[src/rtl/multicycle_control_if.sv]
// Control bundle between the multi-cycle sequencer and the shared datapath/memory port.
// Latency: none, wires only.
// Backpressure: mem_ready from the memory side stalls the sequencer while mem_req is high.
interface multicycle_control_if #(
  parameter int CNT_WIDTH = 32
) ();

  // Inputs to the sequencer
  logic [6:0]           opcode;
  logic                 mem_ready;

  // Memory port control
  logic                 mem_req;
  logic                 mem_we;
  logic                 i_or_d;

  // Datapath steering
  logic                 ir_write;
  logic                 pc_write;
  logic                 pc_write_cond;
  logic [1:0]           pc_src;
  logic [1:0]           alu_src_a;
  logic [1:0]           alu_src_b;
  logic [2:0]           aluop;
  logic                 reg_write;
  logic [1:0]           wb_sel;

  // Status and debug
  logic                 illegal_instr;
  logic [3:0]           state;
  logic [CNT_WIDTH-1:0] retired;

  // Sequencer side
  modport master (
    input  opcode, mem_ready,
    output mem_req, mem_we, i_or_d, ir_write, pc_write, pc_write_cond,
           pc_src, alu_src_a, alu_src_b, aluop, reg_write, wb_sel,
           illegal_instr, state, retired
  );

  // Datapath / memory side
  modport slave (
    output opcode, mem_ready,
    input  mem_req, mem_we, i_or_d, ir_write, pc_write, pc_write_cond,
           pc_src, alu_src_a, alu_src_b, aluop, reg_write, wb_sel,
           illegal_instr, state, retired
  );

endinterface

[src/rtl/multicycle_control.sv]
// Moore sequencing FSM for the multi-cycle RV32I core; counts retired instructions.
// Latency: R/I 4, load 5, store 4, branch/JAL/illegal 3 cycles with zero wait states.
// Backpressure: FETCH, MEM_RD and MEM_WR hold with stable request signals until mem_ready.
module multicycle_control #(
  parameter int CNT_WIDTH = 32
) (
  input  logic                  clk,
  input  logic                  rst_n,
  multicycle_control_if.master  ctl
);

  // State encodings are visible on the debug port, so keep them fixed
  localparam logic [3:0] S_FETCH    = 4'd0;
  localparam logic [3:0] S_DECODE   = 4'd1;
  localparam logic [3:0] S_MEM_ADDR = 4'd2;
  localparam logic [3:0] S_MEM_RD   = 4'd3;
  localparam logic [3:0] S_LOAD_WB  = 4'd4;
  localparam logic [3:0] S_MEM_WR   = 4'd5;
  localparam logic [3:0] S_EXEC_R   = 4'd6;
  localparam logic [3:0] S_EXEC_I   = 4'd7;
  localparam logic [3:0] S_ALU_WB   = 4'd8;
  localparam logic [3:0] S_BRANCH   = 4'd9;
  localparam logic [3:0] S_JAL      = 4'd10;
  localparam logic [3:0] S_ILLEGAL  = 4'd11;

  // Supported major opcodes
  localparam logic [6:0] OP_R      = 7'b0110011;
  localparam logic [6:0] OP_I      = 7'b0010011;
  localparam logic [6:0] OP_LOAD   = 7'b0000011;
  localparam logic [6:0] OP_STORE  = 7'b0100011;
  localparam logic [6:0] OP_BRANCH = 7'b1100011;
  localparam logic [6:0] OP_JAL    = 7'b1101111;

  // ALU operation hints for ALU_control
  localparam logic [2:0] ALUOP_R   = 3'b000;
  localparam logic [2:0] ALUOP_I   = 3'b001;
  localparam logic [2:0] ALUOP_BR  = 3'b010;
  localparam logic [2:0] ALUOP_ADD = 3'b011;

  logic [3:0]           r_state;
  logic [3:0]           w_next_state;
  logic [CNT_WIDTH-1:0] r_retired;
  logic                 w_retire;

  logic                 w_mem_req;
  logic                 w_mem_we;
  logic                 w_i_or_d;
  logic                 w_ir_write;
  logic                 w_pc_write;
  logic                 w_pc_write_cond;
  logic [1:0]           w_pc_src;
  logic [1:0]           w_alu_src_a;
  logic [1:0]           w_alu_src_b;
  logic [2:0]           w_aluop;
  logic                 w_reg_write;
  logic [1:0]           w_wb_sel;
  logic                 w_illegal_instr;

  // Next-state selection; opcode only matters in DECODE and MEM_ADDR,
  // mem_ready only in the three memory-access states
  always_comb begin
    w_next_state = S_FETCH;
    case (r_state)
      S_FETCH:    w_next_state = ctl.mem_ready ? S_DECODE : S_FETCH;
      S_DECODE: begin
        case (ctl.opcode)
          OP_R:      w_next_state = S_EXEC_R;
          OP_I:      w_next_state = S_EXEC_I;
          OP_LOAD:   w_next_state = S_MEM_ADDR;
          OP_STORE:  w_next_state = S_MEM_ADDR;
          OP_BRANCH: w_next_state = S_BRANCH;
          OP_JAL:    w_next_state = S_JAL;
          default:   w_next_state = S_ILLEGAL;
        endcase
      end
      S_MEM_ADDR: w_next_state = (ctl.opcode == OP_LOAD) ? S_MEM_RD : S_MEM_WR;
      S_MEM_RD:   w_next_state = ctl.mem_ready ? S_LOAD_WB : S_MEM_RD;
      S_LOAD_WB:  w_next_state = S_FETCH;
      S_MEM_WR:   w_next_state = ctl.mem_ready ? S_FETCH : S_MEM_WR;
      S_EXEC_R:   w_next_state = S_ALU_WB;
      S_EXEC_I:   w_next_state = S_ALU_WB;
      S_ALU_WB:   w_next_state = S_FETCH;
      S_BRANCH:   w_next_state = S_FETCH;
      S_JAL:      w_next_state = S_FETCH;
      S_ILLEGAL:  w_next_state = S_FETCH;
      default:    w_next_state = S_FETCH;  // 12-15 recover to FETCH
    endcase
  end

  // Datapath controls decoded from the current state; only the FETCH
  // IR/PC writes look at mem_ready so they fire once, on completion
  always_comb begin
    w_mem_req       = 1'b0;
    w_mem_we        = 1'b0;
    w_i_or_d        = 1'b0;
    w_ir_write      = 1'b0;
    w_pc_write      = 1'b0;
    w_pc_write_cond = 1'b0;
    w_pc_src        = 2'b00;
    w_alu_src_a     = 2'b00;
    w_alu_src_b     = 2'b00;
    w_aluop         = ALUOP_ADD;
    w_reg_write     = 1'b0;
    w_wb_sel        = 2'b00;
    w_illegal_instr = 1'b0;
    case (r_state)
      S_FETCH: begin
        // Fetch at PC and compute PC+4 in the same cycle
        w_mem_req   = 1'b1;
        w_alu_src_b = 2'b01;
        w_ir_write  = ctl.mem_ready;
        w_pc_write  = ctl.mem_ready;
      end
      S_DECODE: begin
        // Speculative branch/JAL target (old PC + imm) into ALUOut
        w_alu_src_a = 2'b10;
        w_alu_src_b = 2'b10;
      end
      S_MEM_ADDR: begin
        w_alu_src_a = 2'b01;
        w_alu_src_b = 2'b10;
      end
      S_MEM_RD: begin
        w_mem_req = 1'b1;
        w_i_or_d  = 1'b1;
      end
      S_LOAD_WB: begin
        w_reg_write = 1'b1;
        w_wb_sel    = 2'b01;
      end
      S_MEM_WR: begin
        w_mem_req = 1'b1;
        w_i_or_d  = 1'b1;
        w_mem_we  = 1'b1;
      end
      S_EXEC_R: begin
        w_alu_src_a = 2'b01;
        w_aluop     = ALUOP_R;
      end
      S_EXEC_I: begin
        w_alu_src_a = 2'b01;
        w_alu_src_b = 2'b10;
        w_aluop     = ALUOP_I;
      end
      S_ALU_WB: begin
        w_reg_write = 1'b1;
      end
      S_BRANCH: begin
        // ALU compares rs1/rs2; taken flag qualifies the PC write from ALUOut
        w_alu_src_a     = 2'b01;
        w_aluop         = ALUOP_BR;
        w_pc_write_cond = 1'b1;
        w_pc_src        = 2'b01;
      end
      S_JAL: begin
        w_pc_write  = 1'b1;
        w_pc_src    = 2'b01;
        w_reg_write = 1'b1;
        w_wb_sel    = 2'b10;
      end
      S_ILLEGAL: begin
        w_illegal_instr = 1'b1;
      end
      default: begin
      end
    endcase
  end

  // An instruction retires on the edge leaving its last state
  always_comb begin
    w_retire = 1'b0;
    case (r_state)
      S_LOAD_WB, S_ALU_WB, S_BRANCH, S_JAL: w_retire = 1'b1;
      S_MEM_WR:                            w_retire = ctl.mem_ready;
      default:                             w_retire = 1'b0;
    endcase
  end

  // State register; reset abandons any in-flight access
  always_ff @(posedge clk or negedge rst_n) begin
    if (!rst_n) begin
      r_state <= S_FETCH;
    end else begin
      r_state <= w_next_state;
    end
  end

  // Retired-instruction counter, wraps naturally at its width
  always_ff @(posedge clk or negedge rst_n) begin
    if (!rst_n) begin
      r_retired <= '0;
    end else if (w_retire) begin
      r_retired <= r_retired + CNT_WIDTH'(1);
    end
  end

  assign ctl.mem_req       = w_mem_req;
  assign ctl.mem_we        = w_mem_we;
  assign ctl.i_or_d        = w_i_or_d;
  assign ctl.ir_write      = w_ir_write;
  assign ctl.pc_write      = w_pc_write;
  assign ctl.pc_write_cond = w_pc_write_cond;
  assign ctl.pc_src        = w_pc_src;
  assign ctl.alu_src_a     = w_alu_src_a;
  assign ctl.alu_src_b     = w_alu_src_b;
  assign ctl.aluop         = w_aluop;
  assign ctl.reg_write     = w_reg_write;
  assign ctl.wb_sel        = w_wb_sel;
  assign ctl.illegal_instr = w_illegal_instr;
  assign ctl.state         = r_state;
  assign ctl.retired       = r_retired;

endmodule
[src/flat_wrapper.sv]
// flat-port wrapper written by rule: the top's interface ports become plain ports
module multicycle_control_flat 
#(
  parameter int CNT_WIDTH = 32
)
  (clk, rst_n, ctl_opcode, ctl_mem_ready, ctl_mem_req, ctl_mem_we, ctl_i_or_d, ctl_ir_write, ctl_pc_write, ctl_pc_write_cond, ctl_pc_src, ctl_alu_src_a, ctl_alu_src_b, ctl_aluop, ctl_reg_write, ctl_wb_sel, ctl_illegal_instr, ctl_state, ctl_retired);
  multicycle_control_if #(.CNT_WIDTH(CNT_WIDTH)) ctl_i ();
  input  logic clk;
  input  logic rst_n;
  input wire logic [$bits(ctl_i.opcode)-1:0] ctl_opcode;
  input wire logic [$bits(ctl_i.mem_ready)-1:0] ctl_mem_ready;
  output wire logic [$bits(ctl_i.mem_req)-1:0] ctl_mem_req;
  output wire logic [$bits(ctl_i.mem_we)-1:0] ctl_mem_we;
  output wire logic [$bits(ctl_i.i_or_d)-1:0] ctl_i_or_d;
  output wire logic [$bits(ctl_i.ir_write)-1:0] ctl_ir_write;
  output wire logic [$bits(ctl_i.pc_write)-1:0] ctl_pc_write;
  output wire logic [$bits(ctl_i.pc_write_cond)-1:0] ctl_pc_write_cond;
  output wire logic [$bits(ctl_i.pc_src)-1:0] ctl_pc_src;
  output wire logic [$bits(ctl_i.alu_src_a)-1:0] ctl_alu_src_a;
  output wire logic [$bits(ctl_i.alu_src_b)-1:0] ctl_alu_src_b;
  output wire logic [$bits(ctl_i.aluop)-1:0] ctl_aluop;
  output wire logic [$bits(ctl_i.reg_write)-1:0] ctl_reg_write;
  output wire logic [$bits(ctl_i.wb_sel)-1:0] ctl_wb_sel;
  output wire logic [$bits(ctl_i.illegal_instr)-1:0] ctl_illegal_instr;
  output wire logic [$bits(ctl_i.state)-1:0] ctl_state;
  output wire logic [$bits(ctl_i.retired)-1:0] ctl_retired;
  assign ctl_i.opcode = ctl_opcode;
  assign ctl_i.mem_ready = ctl_mem_ready;
  assign ctl_mem_req = ctl_i.mem_req;
  assign ctl_mem_we = ctl_i.mem_we;
  assign ctl_i_or_d = ctl_i.i_or_d;
  assign ctl_ir_write = ctl_i.ir_write;
  assign ctl_pc_write = ctl_i.pc_write;
  assign ctl_pc_write_cond = ctl_i.pc_write_cond;
  assign ctl_pc_src = ctl_i.pc_src;
  assign ctl_alu_src_a = ctl_i.alu_src_a;
  assign ctl_alu_src_b = ctl_i.alu_src_b;
  assign ctl_aluop = ctl_i.aluop;
  assign ctl_reg_write = ctl_i.reg_write;
  assign ctl_wb_sel = ctl_i.wb_sel;
  assign ctl_illegal_instr = ctl_i.illegal_instr;
  assign ctl_state = ctl_i.state;
  assign ctl_retired = ctl_i.retired;
  multicycle_control #(.CNT_WIDTH(CNT_WIDTH)) u_core (.clk(clk), .rst_n(rst_n), .ctl(ctl_i));
endmodule
[config.mk]
export PLATFORM = sky130hd
export DESIGN_NAME = multicycle_control_flat
export DESIGN_NICKNAME = d
export VERILOG_FILES = /design/src/rtl/multicycle_control_if.sv /design/src/rtl/multicycle_control.sv /design/src/flat_wrapper.sv
export SDC_FILE = /design/constraint.sdc
export NUM_CORES = 1
export LEC_CHECK = 0
export BUFFER_PORTS_ARGS = -buffer_cell sky130_fd_sc_hd__buf_2
export CAP_MARGIN = 25
export CORE_MARGIN = 8
export CORE_UTILIZATION = 26
export CTS_CLUSTER_SIZE = 14
export DETAILED_ROUTE_END_ITERATION = 16
export GPL_ROUTABILITY_DRIVEN = 0
export GPL_TIMING_DRIVEN = 0
export SLEW_MARGIN = 20
export SYNTH_ARGS = -nofsm -noshare
export SYNTH_HDL_FRONTEND = slang
export SYNTH_SLANG_ARGS = --single-unit
[constraint.sdc]
create_clock -name clk -period 5.45 [get_ports clk]
set_input_delay 0.2725 -clock clk [delete_from_list [all_inputs] [get_ports clk]]
set_output_delay 0.2725 -clock clk [all_outputs]
set_load 0.1 [all_outputs]
==> reports/metrics.cfg <==
[die]
die-area_mm2=0.01063
rows=31
fp.coreArea_mm2=0.007292
initial_utilization=0.2704
die_h_um=103.1
io_pins=65
fp.dieW_um=103.1

[clocking]
cts_root_buffer=clkbuf_8
post_cts_buffers=0
numCtsBuffers=5
hold_buffers=0
cts_tree=yes
cts.reportedPaths.clkPinSlew_ns=0.07
cts.sinks=36
htree_levels=2
postCtsResizedCells=0
clk_latency_ns=0.28
clk_path_buf_depth=2

[sta]
final.min_clock_period_ns=2.369
rsz0062_at_grt=no
tightest_slew_ns=0.8259
period_share=0.4346
tns_ns=0
fin_worst_skew_ns=0.004891
max_slew_margin=0.4494
report.final.slew_viol_count=0
max_freq_ghz=0.4222
setup_viol=0
final-hold-violation-count=0

[final_layout]
final_cells=372
ff_latch_area_um2=900.9
syn2layout_area_growth_pct=27.09
final_nets=283
drive_gt1_frac=0.3114
antenna_cells=0
multi_input_area_um2=993.5
final.fill_count=795

[routing]
routed_wl_mm=5.003
drc=0
ant_nets=0
vias_per_cell=4.487
dr.first_iter.drc_count=39
drt-pass1-iter-count=4
avgRoutedWirePerCell_um=13.45
vias=1669

[power]
internal_power_uw=565.0
p_sw_frac=0.6189
power_uw=1482
peakVddDrop_mv=0.4105
leakage_uw=0.001234
share_comb_of_total_power=0.638
sequentialPowerShare=0.232
p_clk_frac=0.130
p_sw_uw=917.3
power_density_mw_per_mm2=591.5

[synthesis]
synth_ff_type=dfrtp_1
yosysMostFrequentCell=dfrtp_1
synth_edf_count=0
synth_common_cells=dfrtp_1 (36), nor2_1 (20), xnor2_1 (18)
syn_area_mm2=0.001972
ys_seq_area_frac=0.4569
ys_ff_latch=36
synth_top_area_share=0.4569
synth_cell_type_count=44
yosysTopAreaCell=dfrtp_1
synth_area_leaders=dfrtp_1 (46%), xnor2_1 (8.0%), xor2_1 (6.2%), nor2_1 (3.8%), nand3_1 (3.0%)
synth_area_per_cell_um2=9.762
syn_inst=202
async_flop_share=1.000
ys_warn_count=0

[min_path]
hp-class=input port to async pin

[place]
dp_hpwl_mm=3.863
io_buffer_count=62
dp_cells=364

[setup_path]
cp.arrival_ns=2.10
critPathKind=flip-flop to output port
r2r-start=u_core.ctl.state[3]
r2r-end=u_core.ctl.retired[28]
required_ns=5.18
r2r_cells=8
cp_max_fo=10
crit_path_end_kind=output port
cp-start-kind=flip-flop
rrSetupSlack_ns=3.40

[global_route]
grt_overflow=0
grt_pass1_vias=1694
antenna_found_initial=0
grt_max_degree=37
grt_pass1_wl_mm=8.273
grt_usage=0.09866

[run_status]
status=completed

[run]
maxCapViolations=0

state kept, by name, summed over array words and instances (netlist names):
signal              flops
u_core.ctl.state        4
u_core.ctl.retired     32
metal layers:
layer | part of all wire | global-route usage | up-vias
met3 | 0.091 | 0.03511 | 6
met4 | 0.0088 | 0.02670 | 0
met2 | 0.42 | 0.1479 | 53
met5 | 0 | 0 | -
li1 | - | - | 835
met1 | 0.48 | 0.1304 | 775
logic make-up after synthesis:
logic type / share of synthesized area
compound gates: 0.07233
xor+xnor: 0.1421
mux: 0.01586
other cells: 0.001902
simple gates: 0.2602
fa+ha+maj: 0.006344
flops: 0.4569
buf+inv: 0.04441
how the worst max path moves through the flow:
stage                     slack (ns)           startpoint                      to  depth (start not counted)
after floorplan                 0.72  u_core.ctl.state[1]             ctl_mem_req                          4
after global placement          3.37  u_core.ctl.state[3]  u_core.ctl.retired[28]                          8
after detailed placement        3.36  u_core.ctl.state[2]  u_core.ctl.retired[28]                          7
after CTS                       3.07  u_core.ctl.state[1]        ctl_alu_src_b[1]                          6
after global routing            2.92  u_core.ctl.state[1]        ctl_alu_src_b[1]                          6
final                           3.08  u_core.ctl.state[1]        ctl_alu_src_b[1]                          6
cell type report:
cell class,count,area share
plain buffers,10,0.02446
clock buffers,8,0.03595
inverters,7,0.01048
multi-input cells,150,0.3964
flip-flops and latches,36,0.3595
well taps,99,0.04943
repair buffers,62,0.1238
power groups by stage:
| stage | Clock [uW] | Combinational, uW | Sequential, uW |
|---|---|---|---|
| global route | 211 | 991 | 350 |
| finish | 193 | 946 | 344 |
| detailed placement | 0 | 949 | 348 |
| global placement | 0 | 946 | 347 |
| floorplan | 0 | 564 | 582 |
| CTS | 203 | 951 | 343 |
critical path, cell delays in order, from the launching register on:
cell and delay, ns:
dfrtp_1 0.44, buf_1 0.40, nand2b_1 0.22, nor2_1 0.17, a21oi_1 0.06, nor2_1 0.10, buf_2 0.43
through the flow:
step	util	hold slack, ns	instance area (um^2)	setup slack (ns)
global placement	0.3313	0.4233	2416	3.374
floorplan	-	-0.02309	1982	0.7160
detailed placement	0.3313	0.4303	2416	3.363
global route	0.3437	0.1582	2506	2.916
finish	0.3437	0.07730	2506	3.081
CTS	0.3437	0.1134	2506	3.071
placed cells by master (no fill, tap or decap), types with 6 or more instances in the layout:
cell type  count
buf_2         63
clkbuf_8       6
dfrtp_1       36
inv_1          6
nand2_1       16
nand2b_1       7
nand3_1       12
nand4_1        9
nor2_1        20
xnor2_1       18
xor2_1        14
No activity file was read; power rests on OpenSTA's default activity.
